### src/rtl/seg7_scan_driver_pkg.sv
// -----------------------------------------------------------------------------
// seg7_pkg
// Shared constants and helpers for the multiplexed seven-segment display path.
//   SEG_DIG_0..SEG_DIG_9 : active-low segment codes, order {a,b,c,d,e,f,g}
//   SEG_BLANK            : all seven segments dark
//   DP_ON / DP_OFF       : active-low decimal-point levels
//   clog2()              : ceil(log2(value)), never less than 1, so a counter
//                          or index sized with it always has at least one bit
// -----------------------------------------------------------------------------
package seg7_pkg;

  localparam logic [6:0] SEG_DIG_0 = 7'b0000001;
  localparam logic [6:0] SEG_DIG_1 = 7'b1001111;
  localparam logic [6:0] SEG_DIG_2 = 7'b0010010;
  localparam logic [6:0] SEG_DIG_3 = 7'b0000110;
  localparam logic [6:0] SEG_DIG_4 = 7'b1001100;
  localparam logic [6:0] SEG_DIG_5 = 7'b0100100;
  localparam logic [6:0] SEG_DIG_6 = 7'b0100000;
  localparam logic [6:0] SEG_DIG_7 = 7'b0001111;
  localparam logic [6:0] SEG_DIG_8 = 7'b0000000;
  localparam logic [6:0] SEG_DIG_9 = 7'b0000100;
  localparam logic [6:0] SEG_BLANK = 7'b1111111;

  localparam logic DP_ON  = 1'b0;
  localparam logic DP_OFF = 1'b1;

  // Width needed to hold 0..value-1; a single-valued range still gets one bit.
  function automatic int clog2(input int value);
    int result;
    result = 1;
    for (int i = 1; i < 31; i++) begin
      if ((32'sd1 <<< i) < value) begin
        result = i + 1;
      end else begin
        result = result;
      end
    end
    return result;
  endfunction

endpackage

### src/rtl/seg7_scan_driver_if.sv
// -----------------------------------------------------------------------------
// seg7_scan_driver_if
// Bundles the display data inputs and the scanned display outputs.
//   load        : 1-cycle strobe, capture bcd_in/dp_mask/blink_mask/lz_en
//   bcd_in      : packed BCD, digit i = bcd_in[4i+3:4i], digit 0 rightmost
//   dp_mask     : 1 = light decimal point of digit i
//   blink_mask  : 1 = digit i blinks
//   lz_en       : 1 = enable leading-zero blanking
//   an          : active-low anode enables, one per digit
//   seg         : active-low {a,b,c,d,e,f,g,dp}
//   scan_idx    : index of the digit currently driven
// master = data source (and display observer), slave = the scan driver.
// -----------------------------------------------------------------------------
interface seg7_scan_driver_if #(
  parameter int NUM_DIGITS = 8
);
  import seg7_pkg::*;

  localparam int IDX_W = clog2(NUM_DIGITS);

  logic                    load;
  logic [4*NUM_DIGITS-1:0] bcd_in;
  logic [NUM_DIGITS-1:0]   dp_mask;
  logic [NUM_DIGITS-1:0]   blink_mask;
  logic                    lz_en;
  logic [NUM_DIGITS-1:0]   an;
  logic [7:0]              seg;
  logic [IDX_W-1:0]        scan_idx;

  modport master (
    output load, bcd_in, dp_mask, blink_mask, lz_en,
    input  an, seg, scan_idx
  );

  modport slave (
    input  load, bcd_in, dp_mask, blink_mask, lz_en,
    output an, seg, scan_idx
  );

endinterface

### src/rtl/seg7_scan_driver_bcd_to_seg7.sv
// -----------------------------------------------------------------------------
// bcd_to_seg7
// Combinational BCD to active-low seven-segment decoder. Codes 10..15 are not
// valid BCD and decode to SEG_BLANK.
//   i_bcd : 4-bit BCD digit
//   o_seg : active-low segments {a,b,c,d,e,f,g}
// -----------------------------------------------------------------------------
module bcd_to_seg7
  import seg7_pkg::*;
(
  input  logic [3:0] i_bcd,
  output logic [6:0] o_seg
);

  // Segment lookup.
  always_comb begin
    case (i_bcd)
      4'd0:    o_seg = SEG_DIG_0;
      4'd1:    o_seg = SEG_DIG_1;
      4'd2:    o_seg = SEG_DIG_2;
      4'd3:    o_seg = SEG_DIG_3;
      4'd4:    o_seg = SEG_DIG_4;
      4'd5:    o_seg = SEG_DIG_5;
      4'd6:    o_seg = SEG_DIG_6;
      4'd7:    o_seg = SEG_DIG_7;
      4'd8:    o_seg = SEG_DIG_8;
      4'd9:    o_seg = SEG_DIG_9;
      default: o_seg = SEG_BLANK;
    endcase
  end

endmodule

### src/rtl/seg7_scan_driver.sv
// -----------------------------------------------------------------------------
// seg7_scan_driver
// Time-multiplexed common-anode display driver. A shadow register holds the
// digits/masks; each digit is driven for CLK_DIV cycles in turn, with
// leading-zero blanking, blinking and invalid-code blanking. Outputs are
// registered one cycle after the scan index.
//   clk   : system clock
//   rst_n : synchronous active-low reset
//   bus   : seg7_scan_driver_if.slave (load/data inputs, an/seg/scan_idx outputs)
// The interface instance must be built with the same NUM_DIGITS.
// -----------------------------------------------------------------------------
module seg7_scan_driver
  import seg7_pkg::*;
#(
  parameter int NUM_DIGITS  = 8,
  parameter int CLK_DIV     = 50000,
  parameter int BLINK_TICKS = 250,
  parameter int MIN_DIGITS  = 1
) (
  input  logic               clk,
  input  logic               rst_n,
  seg7_scan_driver_if.slave  bus
);

  localparam int IDX_W = clog2(NUM_DIGITS);
  localparam int PRE_W = clog2(CLK_DIV);
  localparam int BLK_W = clog2(BLINK_TICKS);

  localparam logic [PRE_W-1:0] PRE_LAST = PRE_W'(CLK_DIV - 1);
  localparam logic [IDX_W-1:0] IDX_LAST = IDX_W'(NUM_DIGITS - 1);
  localparam logic [BLK_W-1:0] BLK_LAST = BLK_W'(BLINK_TICKS - 1);
  // One extra bit so MIN_DIGITS == NUM_DIGITS (e.g. 16) is still representable.
  localparam logic [IDX_W:0]   IDX_MIN  = (IDX_W + 1)'(MIN_DIGITS);

  logic [PRE_W-1:0]        r_presc;
  logic [IDX_W-1:0]        r_idx;
  logic [BLK_W-1:0]        r_blink_cnt;
  logic                    r_blink_phase;

  logic [4*NUM_DIGITS-1:0] r_bcd;
  logic [NUM_DIGITS-1:0]   r_dp;
  logic [NUM_DIGITS-1:0]   r_blink;
  logic                    r_lz;

  logic [NUM_DIGITS-1:0]   r_an;
  logic [7:0]              r_seg;
  logic [IDX_W-1:0]        r_scan_idx;

  logic                    w_tick;
  logic [3:0]              w_digit;
  logic [6:0]              w_code;
  logic                    w_carry;
  logic [NUM_DIGITS-1:0]   w_hi_clear;
  logic                    w_lz_blank;
  logic [7:0]              w_pattern;

  assign w_tick  = (r_presc == PRE_LAST);
  assign w_digit = r_bcd[{r_idx, 2'b00} +: 4];

  bcd_to_seg7 u_dec (
    .i_bcd (w_digit),
    .o_seg (w_code)
  );

  // Prescaler, scan index and blink timing.
  always_ff @(posedge clk) begin
    if (!rst_n) begin
      r_presc       <= {PRE_W{1'b0}};
      r_idx         <= {IDX_W{1'b0}};
      r_blink_cnt   <= {BLK_W{1'b0}};
      r_blink_phase <= 1'b1;
    end else if (w_tick) begin
      r_presc <= {PRE_W{1'b0}};
      r_idx   <= (r_idx == IDX_LAST) ? {IDX_W{1'b0}} : r_idx + {{(IDX_W-1){1'b0}}, 1'b1};
      if (r_blink_cnt == BLK_LAST) begin
        r_blink_cnt   <= {BLK_W{1'b0}};
        r_blink_phase <= ~r_blink_phase;
      end else begin
        r_blink_cnt   <= r_blink_cnt + {{(BLK_W-1){1'b0}}, 1'b1};
      end
    end else begin
      r_presc <= r_presc + {{(PRE_W-1){1'b0}}, 1'b1};
    end
  end

  // Shadow registers; independent of the scan so a load on a tick still lands.
  always_ff @(posedge clk) begin
    if (!rst_n) begin
      r_bcd   <= {(4*NUM_DIGITS){1'b0}};
      r_dp    <= {NUM_DIGITS{1'b0}};
      r_blink <= {NUM_DIGITS{1'b0}};
      r_lz    <= 1'b0;
    end else if (bus.load) begin
      r_bcd   <= bus.bcd_in;
      r_dp    <= bus.dp_mask;
      r_blink <= bus.blink_mask;
      r_lz    <= bus.lz_en;
    end else begin
      r_bcd   <= r_bcd;
      r_dp    <= r_dp;
      r_blink <= r_blink;
      r_lz    <= r_lz;
    end
  end

  // w_hi_clear[i] = digits i..top are all zero with no dp set among them.
  always_comb begin
    w_carry    = 1'b1;
    w_hi_clear = {NUM_DIGITS{1'b0}};
    for (int i = NUM_DIGITS - 1; i >= 0; i--) begin
      w_carry       = w_carry & (r_bcd[4*i +: 4] == 4'd0) & ~r_dp[i];
      w_hi_clear[i] = w_carry;
    end
  end

  // Pattern for the digit under the scan index; blink dark phase wins.
  always_comb begin
    w_lz_blank = r_lz & ({1'b0, r_idx} >= IDX_MIN) & w_hi_clear[r_idx];
    if (r_blink[r_idx] & ~r_blink_phase) begin
      w_pattern = 8'hFF;
    end else if (w_lz_blank) begin
      w_pattern = 8'hFF;
    end else begin
      // Invalid codes arrive here already blanked by the decoder; dp still shows.
      w_pattern = {w_code, (r_dp[r_idx] ? DP_ON : DP_OFF)};
    end
  end

  // Registered output stage.
  always_ff @(posedge clk) begin
    if (!rst_n) begin
      r_an       <= {NUM_DIGITS{1'b1}};
      r_seg      <= 8'hFF;
      r_scan_idx <= {IDX_W{1'b0}};
    end else begin
      r_an       <= ~({{(NUM_DIGITS-1){1'b0}}, 1'b1} << r_idx);
      r_seg      <= w_pattern;
      r_scan_idx <= r_idx;
    end
  end

  assign bus.an       = r_an;
  assign bus.seg      = r_seg;
  assign bus.scan_idx = r_scan_idx;

endmodule

### src/flat_wrapper.sv
// flat-port wrapper written by rule: the top's interface ports become plain ports
module seg7_scan_driver_flat import seg7_pkg::*;
#(
  parameter int NUM_DIGITS  = 8,
  parameter int CLK_DIV     = 50000,
  parameter int BLINK_TICKS = 250,
  parameter int MIN_DIGITS  = 1
)
  (clk, rst_n, bus_load, bus_bcd_in, bus_dp_mask, bus_blink_mask, bus_lz_en, bus_an, bus_seg, bus_scan_idx);
  seg7_scan_driver_if #(.NUM_DIGITS(NUM_DIGITS)) bus_i ();
  input  logic clk;
  input  logic rst_n;
  input wire logic [$bits(bus_i.load)-1:0] bus_load;
  input wire logic [$bits(bus_i.bcd_in)-1:0] bus_bcd_in;
  input wire logic [$bits(bus_i.dp_mask)-1:0] bus_dp_mask;
  input wire logic [$bits(bus_i.blink_mask)-1:0] bus_blink_mask;
  input wire logic [$bits(bus_i.lz_en)-1:0] bus_lz_en;
  output wire logic [$bits(bus_i.an)-1:0] bus_an;
  output wire logic [$bits(bus_i.seg)-1:0] bus_seg;
  output wire logic [$bits(bus_i.scan_idx)-1:0] bus_scan_idx;
  assign bus_i.load = bus_load;
  assign bus_i.bcd_in = bus_bcd_in;
  assign bus_i.dp_mask = bus_dp_mask;
  assign bus_i.blink_mask = bus_blink_mask;
  assign bus_i.lz_en = bus_lz_en;
  assign bus_an = bus_i.an;
  assign bus_seg = bus_i.seg;
  assign bus_scan_idx = bus_i.scan_idx;
  seg7_scan_driver #(.NUM_DIGITS(NUM_DIGITS), .CLK_DIV(CLK_DIV), .BLINK_TICKS(BLINK_TICKS), .MIN_DIGITS(MIN_DIGITS)) u_core (.clk(clk), .rst_n(rst_n), .bus(bus_i));
endmodule
### config.mk
export PLATFORM = sky130hd
export DESIGN_NAME = seg7_scan_driver_flat
export DESIGN_NICKNAME = d
export VERILOG_FILES = /design/src/rtl/seg7_scan_driver_pkg.sv /design/src/rtl/seg7_scan_driver_if.sv /design/src/rtl/seg7_scan_driver_bcd_to_seg7.sv /design/src/rtl/seg7_scan_driver.sv /design/src/flat_wrapper.sv
export SDC_FILE = /design/constraint.sdc
export NUM_CORES = 1
export LEC_CHECK = 0
export BUFFER_PORTS_ARGS = -buffer_cell sky130_fd_sc_hd__buf_2
export CAP_MARGIN = 25
export CORE_UTILIZATION = 55
export CTS_BUF_LIST = sky130_fd_sc_hd__clkbuf_2 sky130_fd_sc_hd__clkbuf_4 sky130_fd_sc_hd__clkbuf_8
export CTS_CLUSTER_DIAMETER = 150
export DETAILED_ROUTE_END_ITERATION = 6
export HOLD_SLACK_MARGIN = 0.02
export PLACE_DENSITY = 0.78
export REMOVE_ABC_BUFFERS = 1
export SLEW_MARGIN = 20
export SYNTH_ARGS = -nofsm -noshare
export SYNTH_HDL_FRONTEND = slang
export SYNTH_SLANG_ARGS = --single-unit
export TNS_END_PERCENT = 5
### constraint.sdc
create_clock -name clk -period 2.7 [get_ports clk]
set_input_delay 0.54 -clock clk [delete_from_list [all_inputs] [get_ports clk]]
set_output_delay 0.54 -clock clk [all_outputs]
set_load 0.02 [all_outputs]
=== Yosys cells after proc, flatten, opt, wreduce, memory -nomap -nowiden ===
Memory sizes are Yosys's and may differ from the RTL's. A register that Yosys moved wholly into a read port is not among the register bits.
Index checks and enable logic that the tools add are counted.

* Register bits after elaboration: 96
* Memory bits (read-only): 112
* Input bits: 52
* Output and inout port bits: 19
* Word-level logic and storage cells: 71
* Memories: 1

* $add $sub $neg: 3
* Magnitude comparators: 2
* Equal/unequal tests: 3
* Shift-type cells: 2
* Mux-type cells: 9
* Bitwise operators: 29
* Reductions and logical operators: 11

{| class="wikitable"
|+ Memory list
! name !! depth !! width !! rd ports !! clocked after Yosys merged registers in !! wr ports !! line !! source
|-
| (name not given) || 16 || 7 || 1 || 1 || 0 || seg7_scan_driver_bcd_to_seg7.sv:17 || <nowiki>case (i_bcd)</nowiki>
|}

{| class="wikitable"
|+ Operator list
! operator !! number
|-
| zero test 4 bit || 8
|-
| variable part select 32 x 6 -> 4 bit || 1
|-
| AND 1 bit || 18
|-
| adder 16 x 1 -> 16 bit (second input constant) || 1
|-
| == test 16 bit (second input constant) || 1
|-
| NOT 1 bit || 10
|-
| binary-select mux 1 bit (select 3 bit) || 3
|-
| adder 8 x 1 -> 8 bit (second input constant) || 1
|-
| == test 8 bit (second input constant) || 1
|-
| two-way mux 8 bit || 1
|-
| NOT 8 bit || 1
|-
| << shifter 1 x 3 -> 8 bit (first input constant) || 1
|-
| less-than comparator 3 x 4 -> 1 bit (second input constant) || 1
|-
| two-way mux 1 bit || 4
|-
| adder 3 x 1 -> 3 bit (second input constant) || 1
|-
| == test 3 bit (second input constant) || 1
|-
| >= comparator 3 x 1 -> 1 bit (second input constant) || 1
|-
| two-way mux 3 bit || 1
|-
| OR reduction 3 bit || 1
|-
| AND reduction 2 bit || 1
|-
| OR reduction 2 bit || 1
|}

=== Longest topological paths before layout ===
Gate-level depths: netlist of run 1.

* Word-level depth: 20
* Gate-level depth with buffers: 9

=== By module ===
Synthesis of run 1 repeated with hierarchy kept, for this count alone.

* Cells, all modules: 433
* Area, all modules: 4433.0 um^2

{| class="wikitable"
|+ Modules (own cells, without submodules)
! module !! instances !! cells an instance !! area each (um^2) !! seq. area each (um^2)
|-
| seg7_scan_driver || 1 || 400 || 4222.8 || 1921.8
|-
| bcd_to_seg7 || 1 || 33 || 210.2 || 0.0
|}

=== Worst setup path before layout of run 1 ===
OpenSTA, ideal clock, no wires.

* Kind: reg-to-reg
* Start: register u_core.r_idx[0]
* End: register u_core.r_seg[4], in the netlist u_core.bus.seg[4]
* Arrival time: 2.220 ns
* Data required time: 2.571 ns
* Setup slack: 0.350 ns
* Cell stages (with the launch flop): 10
* Path buffers: 2
* Period minus slack after synthesis: 2.350 ns
* Path through: dfxtp_1 buf_6 buf_6 mux4_2 mux2i_1 inv_1 ha_1 or2_4 a21oi_2 o21ai_1

* Cells in the longest elaborated chain, start to end: 4

{| class="wikitable"
|+ RTL lines
! what !! line !! source
|-
| start, declared || seg7_scan_driver.sv:36 || <nowiki>logic [IDX_W-1:0] r_idx;</nowiki>
|-
| start signal, assigned || seg7_scan_driver.sv:69 || <nowiki>r_idx <= {IDX_W{1'b0}};</nowiki>
|-
| start signal, assigned || seg7_scan_driver.sv:74 || <nowiki>r_idx <= (r_idx == IDX_LAST) ? {IDX_W{1'b0}} : r_idx + {{(IDX_W-1){1'b0}}, 1'b1};</nowiki>
|-
| >= comparator 3 x 1 -> 1 bit (tied with other cells) || seg7_scan_driver.sv:118 || <nowiki>w_lz_blank = r_lz & ({1'b0, r_idx} >= IDX_MIN) & w_hi_clear[r_idx];</nowiki>
|-
| AND 1 bit (tied with other cells) || seg7_scan_driver.sv:118 ||
|-
| AND 1 bit (on tied branches) || seg7_scan_driver.sv:118, seg7_scan_driver.sv:119 ||
|-
| OR reduction 3 bit (no source line) || - ||
|-
| end, declared || seg7_scan_driver.sv:46 || <nowiki>logic [7:0] r_seg;</nowiki>
|}

Several ways; a longest one is shown, not always the timed one. The select of a mux whose other input is x is not followed.
A chain may end at the register's enable or synchronous reset.

=== Worst setup path after layout of run 1 ===
* Start: register u_core.r_idx[0]
* End: register u_core.r_seg[2], in the netlist u_core.bus.seg[2]

The elaborated chain is that of the path after synthesis.

==> results of run 1 <==
[critical path: cells and delay by family (launching register included)]
kind | cells | cell delay [ps]
AOI/OAI and AO/OA | 2 | 230
adders and majority gates | 1 | 220
buffers and inverters | 1 | 180
DFF | 1 | 550
muxes | 2 | 970
and+or+nand+nor | 1 | 150
[placed cells by master (no fill, tap or decap), types with 9 or more instances in the layout]
cell type | Yosys | routed
xor2_1 | 11 | 11
ha_1 | 15 | 15
clkbuf_8 | 0 | 13
dfxtp_1 | 96 | 96
buf_4 | 0 | 9
nor2_1 | 27 | 27
nand2_1 | 32 | 32
mux4_2 | 12 | 12
buf_2 | 6 | 70
xnor2_1 | 10 | 10
nor2b_1 | 54 | 54
mux2i_1 | 54 | 54
[logic make-up after synthesis]
group,after synthesis,synth area share [%]
simple gates,160,20.1
flops,96,44.5
compound gates,28,4.78
mux,67,19.1
buf+inv,28,2.95
fa+ha+maj,15,4.34
xor+xnor,21,4.25
[metal layers]
metal | wire [um] | track usage, % | vias up | share of wire (%)
met5 | 0 | 0 | - | 0
met4 | 172 | 7.12 | 0 | 2.0
met3 | 364 | 5.72 | 14 | 4.1
met2 | 4410 | 39.1 | 69 | 50
met1 | 3830 | 27.3 | 1456 | 44
li1 | - | - | 1579 | -
[flip-flops by register name, indices dropped and copies added, names as in the netlist]
signal	flops
u_core.r_blink_phase	1
u_core.r_presc	16
u_core.r_idx	3
u_core.bus.an	8
u_core.r_dp	8
u_core.r_blink_cnt	8
u_core.r_bcd	32
u_core.bus.seg	8
u_core.r_lz	1
u_core.r_blink	8
u_core.bus.scan_idx	3
[metrics by stage]
stage               cell area (um^2)  power, mW  utilization, %  worst slack [ps]
global route                    5010       2.91            67.6              90.4
detailed placement              4790       1.83            64.6               303
floorplan                       4230       1.70               -              86.0
global placement                4790       1.82            64.6               431
finish                          5010       2.79            67.6               276
CTS                             5010       2.81            67.6               256
[layout make-up]
class | instances | area share, %
Tap cell | 99 | 2.47
Clock inverter | 2 | 0.699
Timing Repair Buffer | 80 | 8.74
Sequential cell | 96 | 38.4
Inverter | 8 | 0.600
Clock buffer | 14 | 3.72
Multi-Input combinational cell | 291 | 45.4
[worst max-delay path by stage]
stage               startpoint           endpoint  cells after the start
5_1_grt        u_core.r_idx[0]  u_core.bus.seg[2]                      7
3_5_place_dp   u_core.r_idx[0]  u_core.bus.seg[2]                      7
4_1_cts        u_core.r_idx[0]  u_core.bus.seg[2]                      7
2_1_floorplan  u_core.r_idx[0]  u_core.bus.seg[4]                      7
3_3_place_gp   u_core.r_idx[0]  u_core.bus.seg[2]                      7
6_report       u_core.r_idx[0]  u_core.bus.seg[2]                      7
[power by group through the flow]
stage | Combinational [mW] | Sequential [mW] | Clock (mW)
6_report | 0.279 | 1.52 | 0.996
4_1_cts | 0.282 | 1.52 | 1.01
3_3_place_gp | 0.272 | 1.55 | 0
2_1_floorplan | 0.157 | 1.55 | 0
5_1_grt | 0.308 | 1.52 | 1.08
3_5_place_dp | 0.281 | 1.55 | 0
==> run_results.csv, run 1 <==
group,metric,value,unit
run_status,status,"finished, final reports clean",
sta,hold_viol,0,
logic_synthesis,synth-seq-area-share,44.5,%
sta,hold_slack,445,ps
sta,maxSlewHeadroom,63.4,%
logic_synthesis,synthFlopType,"dfxtp_1",
final_layout,layout.cells.non_filler,590,
global_route,grt_pass1_vias,3087,
worst_setup_path,required,2920,ps
floorplanning,die_y,90.7,um
global_route,grt_max_degree,28,
floorplanning,die-area,8220,um^2
cts,numClockSinks,96,
worst_setup_path,cp-end-kind,"flop",
route,routedWlPerCell,14.9,um
worst_setup_path,arrival,2650,ps
cts,ctsResizeCount,0,
logic_synthesis,async_reset_ff_share,0,%
final_layout,fill_cells,571,
place,dp.final_hpwl,6.64,mm
logic_synthesis,synth_top_area_cell,"dfxtp_1",
logic_synthesis,synth.most_common_cell,"dfxtp_1",
worst_setup_path,slowest_delay,550,ps
cts,numCtsBuffers,9,
cts,clockRootBuffer,"clkbuf_8",
flow_run,maxCapViolCount,0,
power_and_ir_drop,switching_power,635,uW
place,place_inst,574,
global_route,antenna_found_initial,0,
place,io_buffers,70,
power_and_ir_drop,powerDensity,557,nW/um^2
global_route,grt_pass1_wl,14.7,mm
cts,postCtsSetupRepairBufs,0,
sta,timing_worst_slew_pin_value,548,ps
floorplanning,initial_utilization,58.4,%
logic_synthesis,synthTopCellsByArea,"dfxtp_1, mux2i_1, nor2b_1, mux4_2, ha_1",
cts,cts_tree,"done",
hold_path,hold_path_class,"primary input to flop",
logic_synthesis,ys_warn_count,0,
floorplanning,core-area,7410,um^2
final_layout,drive_above_1_share,23.6,%
power_and_ir_drop,comb_power_share,10.0,%
route,vias,3118,
cts,clk_path_buf_depth,2,
floorplanning,die_x,90.7,um
power_and_ir_drop,intPower,2.16,mW
logic_synthesis,synth.top_cell.area_share,44.5,%
cts,insertion_delay,350,ps
logic_synthesis,synth_area,4320,um^2
worst_setup_path,critPathMaxFanout,8,
hold_path,hp-start,"bus_bcd_in[22]",
sta,setup_viol,0,
worst_setup_path,critical_path.slowest_cell,"dfxtp_1",
final_layout,multi_input_area,2270,um^2
worst_setup_path,start_kind,"flop",
place,place.gp.congestion,0.869,
route,drtPass1Iterations,4,
sta,max_clock_freq,413,MHz
final_layout,syn_to_final_growth,15.9,%
power_and_ir_drop,peakVddDrop,0.353,mV
sta,final.setup.tns,0,ps
route,drc,0,
hold_path,min_to,"u_core.r_bcd[22]",
worst_setup_path,reg2regPathDepth,7,
power_and_ir_drop,p_seq_share,54.3,%
route,avgViaCountPerCell,5.28,
floorplanning,num_rows,31,
logic_synthesis,synth_cell_types,47,
route,drt_wl_total,8.78,mm
logic_synthesis,ys_ff_latch,96,
route,ant_nets,0,
worst_setup_path,r2r_slack,280,ps
power_and_ir_drop,p_clk_share,35.7,%
power_and_ir_drop,switching_share,22.7,%
logic_synthesis,avgSynthCellArea,10.4,um^2
worst_setup_path,cp_cell_sequence,"mux4_2, mux2i_1, inv_1, ha_1, nand2b_1, a21oi_1, o21ai_1",
route,drt_iter0_drc,89,
sta,fin_crit_sh,89.8,%
power_and_ir_drop,leakage,2.16,nW
cts,path_clk_slew,90,ps
logic_synthesis,synth_edf_count,0,
cts,holdBufCountCts,0,
final_layout,n_antenna_cell,0,
sta,slew_violations,0,
global_route,grt.total_usage,22.6,%
global_route,gr-total-overflow,0,
sta,rsz0062_at_grt,"no",
worst_setup_path,r2r-start,"u_core.r_idx[0]",
worst_setup_path,crit_type,"flop to flop",
logic_synthesis,synthCells,415,
floorplanning,io_pins,71,
hold_path,min_delay_path_depth,3,
sta,fin_skew,7.26,ps
final_layout,register_area,1920,um^2
worst_setup_path,r2r_end,"u_core.bus.seg[2]",
cts,cts_max_level,3,
sta,min_period,2420,ps
final_layout,nets,553,
logic_synthesis,synthTopCellsByCount,"dfxtp_1, mux2i_1, nor2b_1",
(Power assumes the default switching activity.)
==> run 2: changes to the inputs <==
==> constraint.sdc (replaced) <==
create_clock -name clk -period 2.4 [get_ports clk]
set_input_delay 0.48 -clock clk [delete_from_list [all_inputs] [get_ports clk]]
set_output_delay 0.48 -clock clk [all_outputs]
set_load 0.02 [all_outputs]
==> run 2 against run 1 <==
Sequential cell count did not move. Sequential power rose by 12%. Sequential share of layout area rose by 0.17 points. Register-to-register slack improved by 20 ps. Largest power group unchanged. Highest routed layer unchanged. Via count rose by 0.35%. Largest cell class unchanged.
==> run_results.csv, run 2 (same netlist as run 1, synthesis figures left out) <==
group,metric,value,unit
power_and_ir_drop,leakage,2.13,nW
route,drt_wl_total,8.64,mm
run_status,status,"finished, final reports clean",
cts,cts_tree,"done",
final_layout,largest_registers,"u_core.r_bcd x32, u_core.r_presc x16",
worst_setup_path,critPathMaxFanout,7,
worst_setup_path,required,2630,ps
route,drt_iter0_drc,143,
place,place_inst,573,
route,routedWlPerCell,14.7,um
final_layout,layout.cells.non_filler,588,
global_route,grt_pass1_wl,14.4,mm
global_route,gr-total-overflow,0,
place,io_buffers,70,
route,drc,0,
sta,fin_crit_sh,87.7,%
worst_setup_path,start_kind,"flop",
cts,cts_max_level,3,
cts,numClockSinks,96,
worst_setup_path,arrival,2330,ps
cts,numCtsBuffers,9,
route,avgViaCountPerCell,5.32,
route,drtPass1Iterations,4,
final_layout,final_common_cell,"dfxtp_1",
floorplanning,die_y,90.7,um
floorplanning,num_rows,31,
route,vias,3129,
global_route,antenna_found_initial,0,
flow_run,maxCapViolCount,0,
cts,ctsResizeCount,0,
worst_setup_path,startpoint,"u_core.r_idx[0]",
final_layout,drive_above_1_share,23.3,%
final_layout,fill_cells,584,
worst_setup_path,r2r-start,"u_core.r_idx[0]",
global_route,grt_max_degree,50,
worst_setup_path,cp-end-kind,"flop",
cts,path_clk_slew,90,ps
worst_setup_path,crit_type,"flop to flop",
floorplanning,core-area,7410,um^2
hold_path,hold_path_class,"primary input to flop",
final_layout,n_antenna_cell,0,
sta,setup_ws,296,ps
power_and_ir_drop,peakVddDrop,0.372,mV
sta,timing_worst_slew_pin_value,494,ps
cts,postCtsSetupRepairBufs,0,
sta,setup_viol,0,
power_and_ir_drop,powerDensity,600,nW/um^2
route,ant_nets,0,
cts,insertion_delay,360,ps
final_layout,top_register,"u_core.r_bcd",
floorplanning,die-area,8220,um^2
sta,hold_viol,0,
hold_path,hp-start,"bus_bcd_in[13]",
floorplanning,io_pins,71,
global_route,grt_pass1_vias,3064,
cts,clk_path_buf_depth,2,
sta,min_period,2100,ps
sta,rsz0062_at_grt,"no",
place,place.gp.congestion,0.923,
floorplanning,die_x,90.7,um
sta,maxSlewHeadroom,67.0,%
final_layout,nets,552,
floorplanning,initial_utilization,58.4,%
global_route,grt.total_usage,22.3,%
power_and_ir_drop,finalPower,2.99,mW
cts,clockRootBuffer,"clkbuf_8",
sta,max_clock_freq,475,MHz
final_layout,final_core_util,67.3,%
place,preCtsSetupSlack,336,ps
cts,holdBufCountCts,0,
place,dp.final_hpwl,6.42,mm
sta,fin_skew,14.5,ps
final_layout,syn_to_final_growth,15.3,%
sta,slew_violations,0,
final_layout,largest_register_ffs,32,
final_layout,layout_common_cells,"dfxtp_1, buf_2, mux2i_1, nor2b_1, nand2_1",
==> run 2: metal layers <==
layer	track usage, %	vias to the layer above	share of wire [%]
li1	-	1570	-
met4	9.41	0	2.1
met5	0	-	0
met3	4.80	16	3.5
met1	27.3	1484	44
met2	37.6	59	50
==> run 2: worst paths after layout <==
| path | end | slack (ps) | cells past startpoint |
|---|---|---|---|
| setup / recovery | u_core.bus.seg[7] | 300 | 8 |
| setup reg to reg | u_core.bus.seg[7] | 300 | 8 |
| hold reg to reg | u_core.r_presc[0] | 450 | 1 |
| hold / removal | u_core.r_bcd[13] | 370 | 3 |
==> run 2: critical path, stage by stage, from the launching register on <==
cell and delay [ps]:
dfxtp_1 420, buf_12 150, mux4_2 480, mux2i_1 200, inv_1 90, ha_1 200, or2_4 250, a21oi_2 110
o21ai_1 70
==> run 2: per-stage QoR <==
stage	setup TNS [ps]	hold WS, ps	cell area, um^2
final	0	369	4990
after global routing	0	365	4990
after CTS	0	365	4990
after detailed placement	0	439	4800
after global placement	0	431	4800
after floorplan	-676	418	4230
==> run 2: layout make-up <==
cell class              count  area (um^2)  share of cell area [%]
flip-flops and latches     96         1920                    38.5
clock inverters             2         15.0                   0.301
inverters                   8         30.0                   0.602
repair buffers             79          455                    9.13
clock buffers              13          166                    3.34
multi-input cells         291         2270                    45.6
well taps                  99          124                    2.48
==> run 2: where the power goes <==
part | internal [mW] | switching (mW)
sequential | 1.66 | 0.0482
combinational | 0.163 | 0.152
clock | 0.452 | 0.520
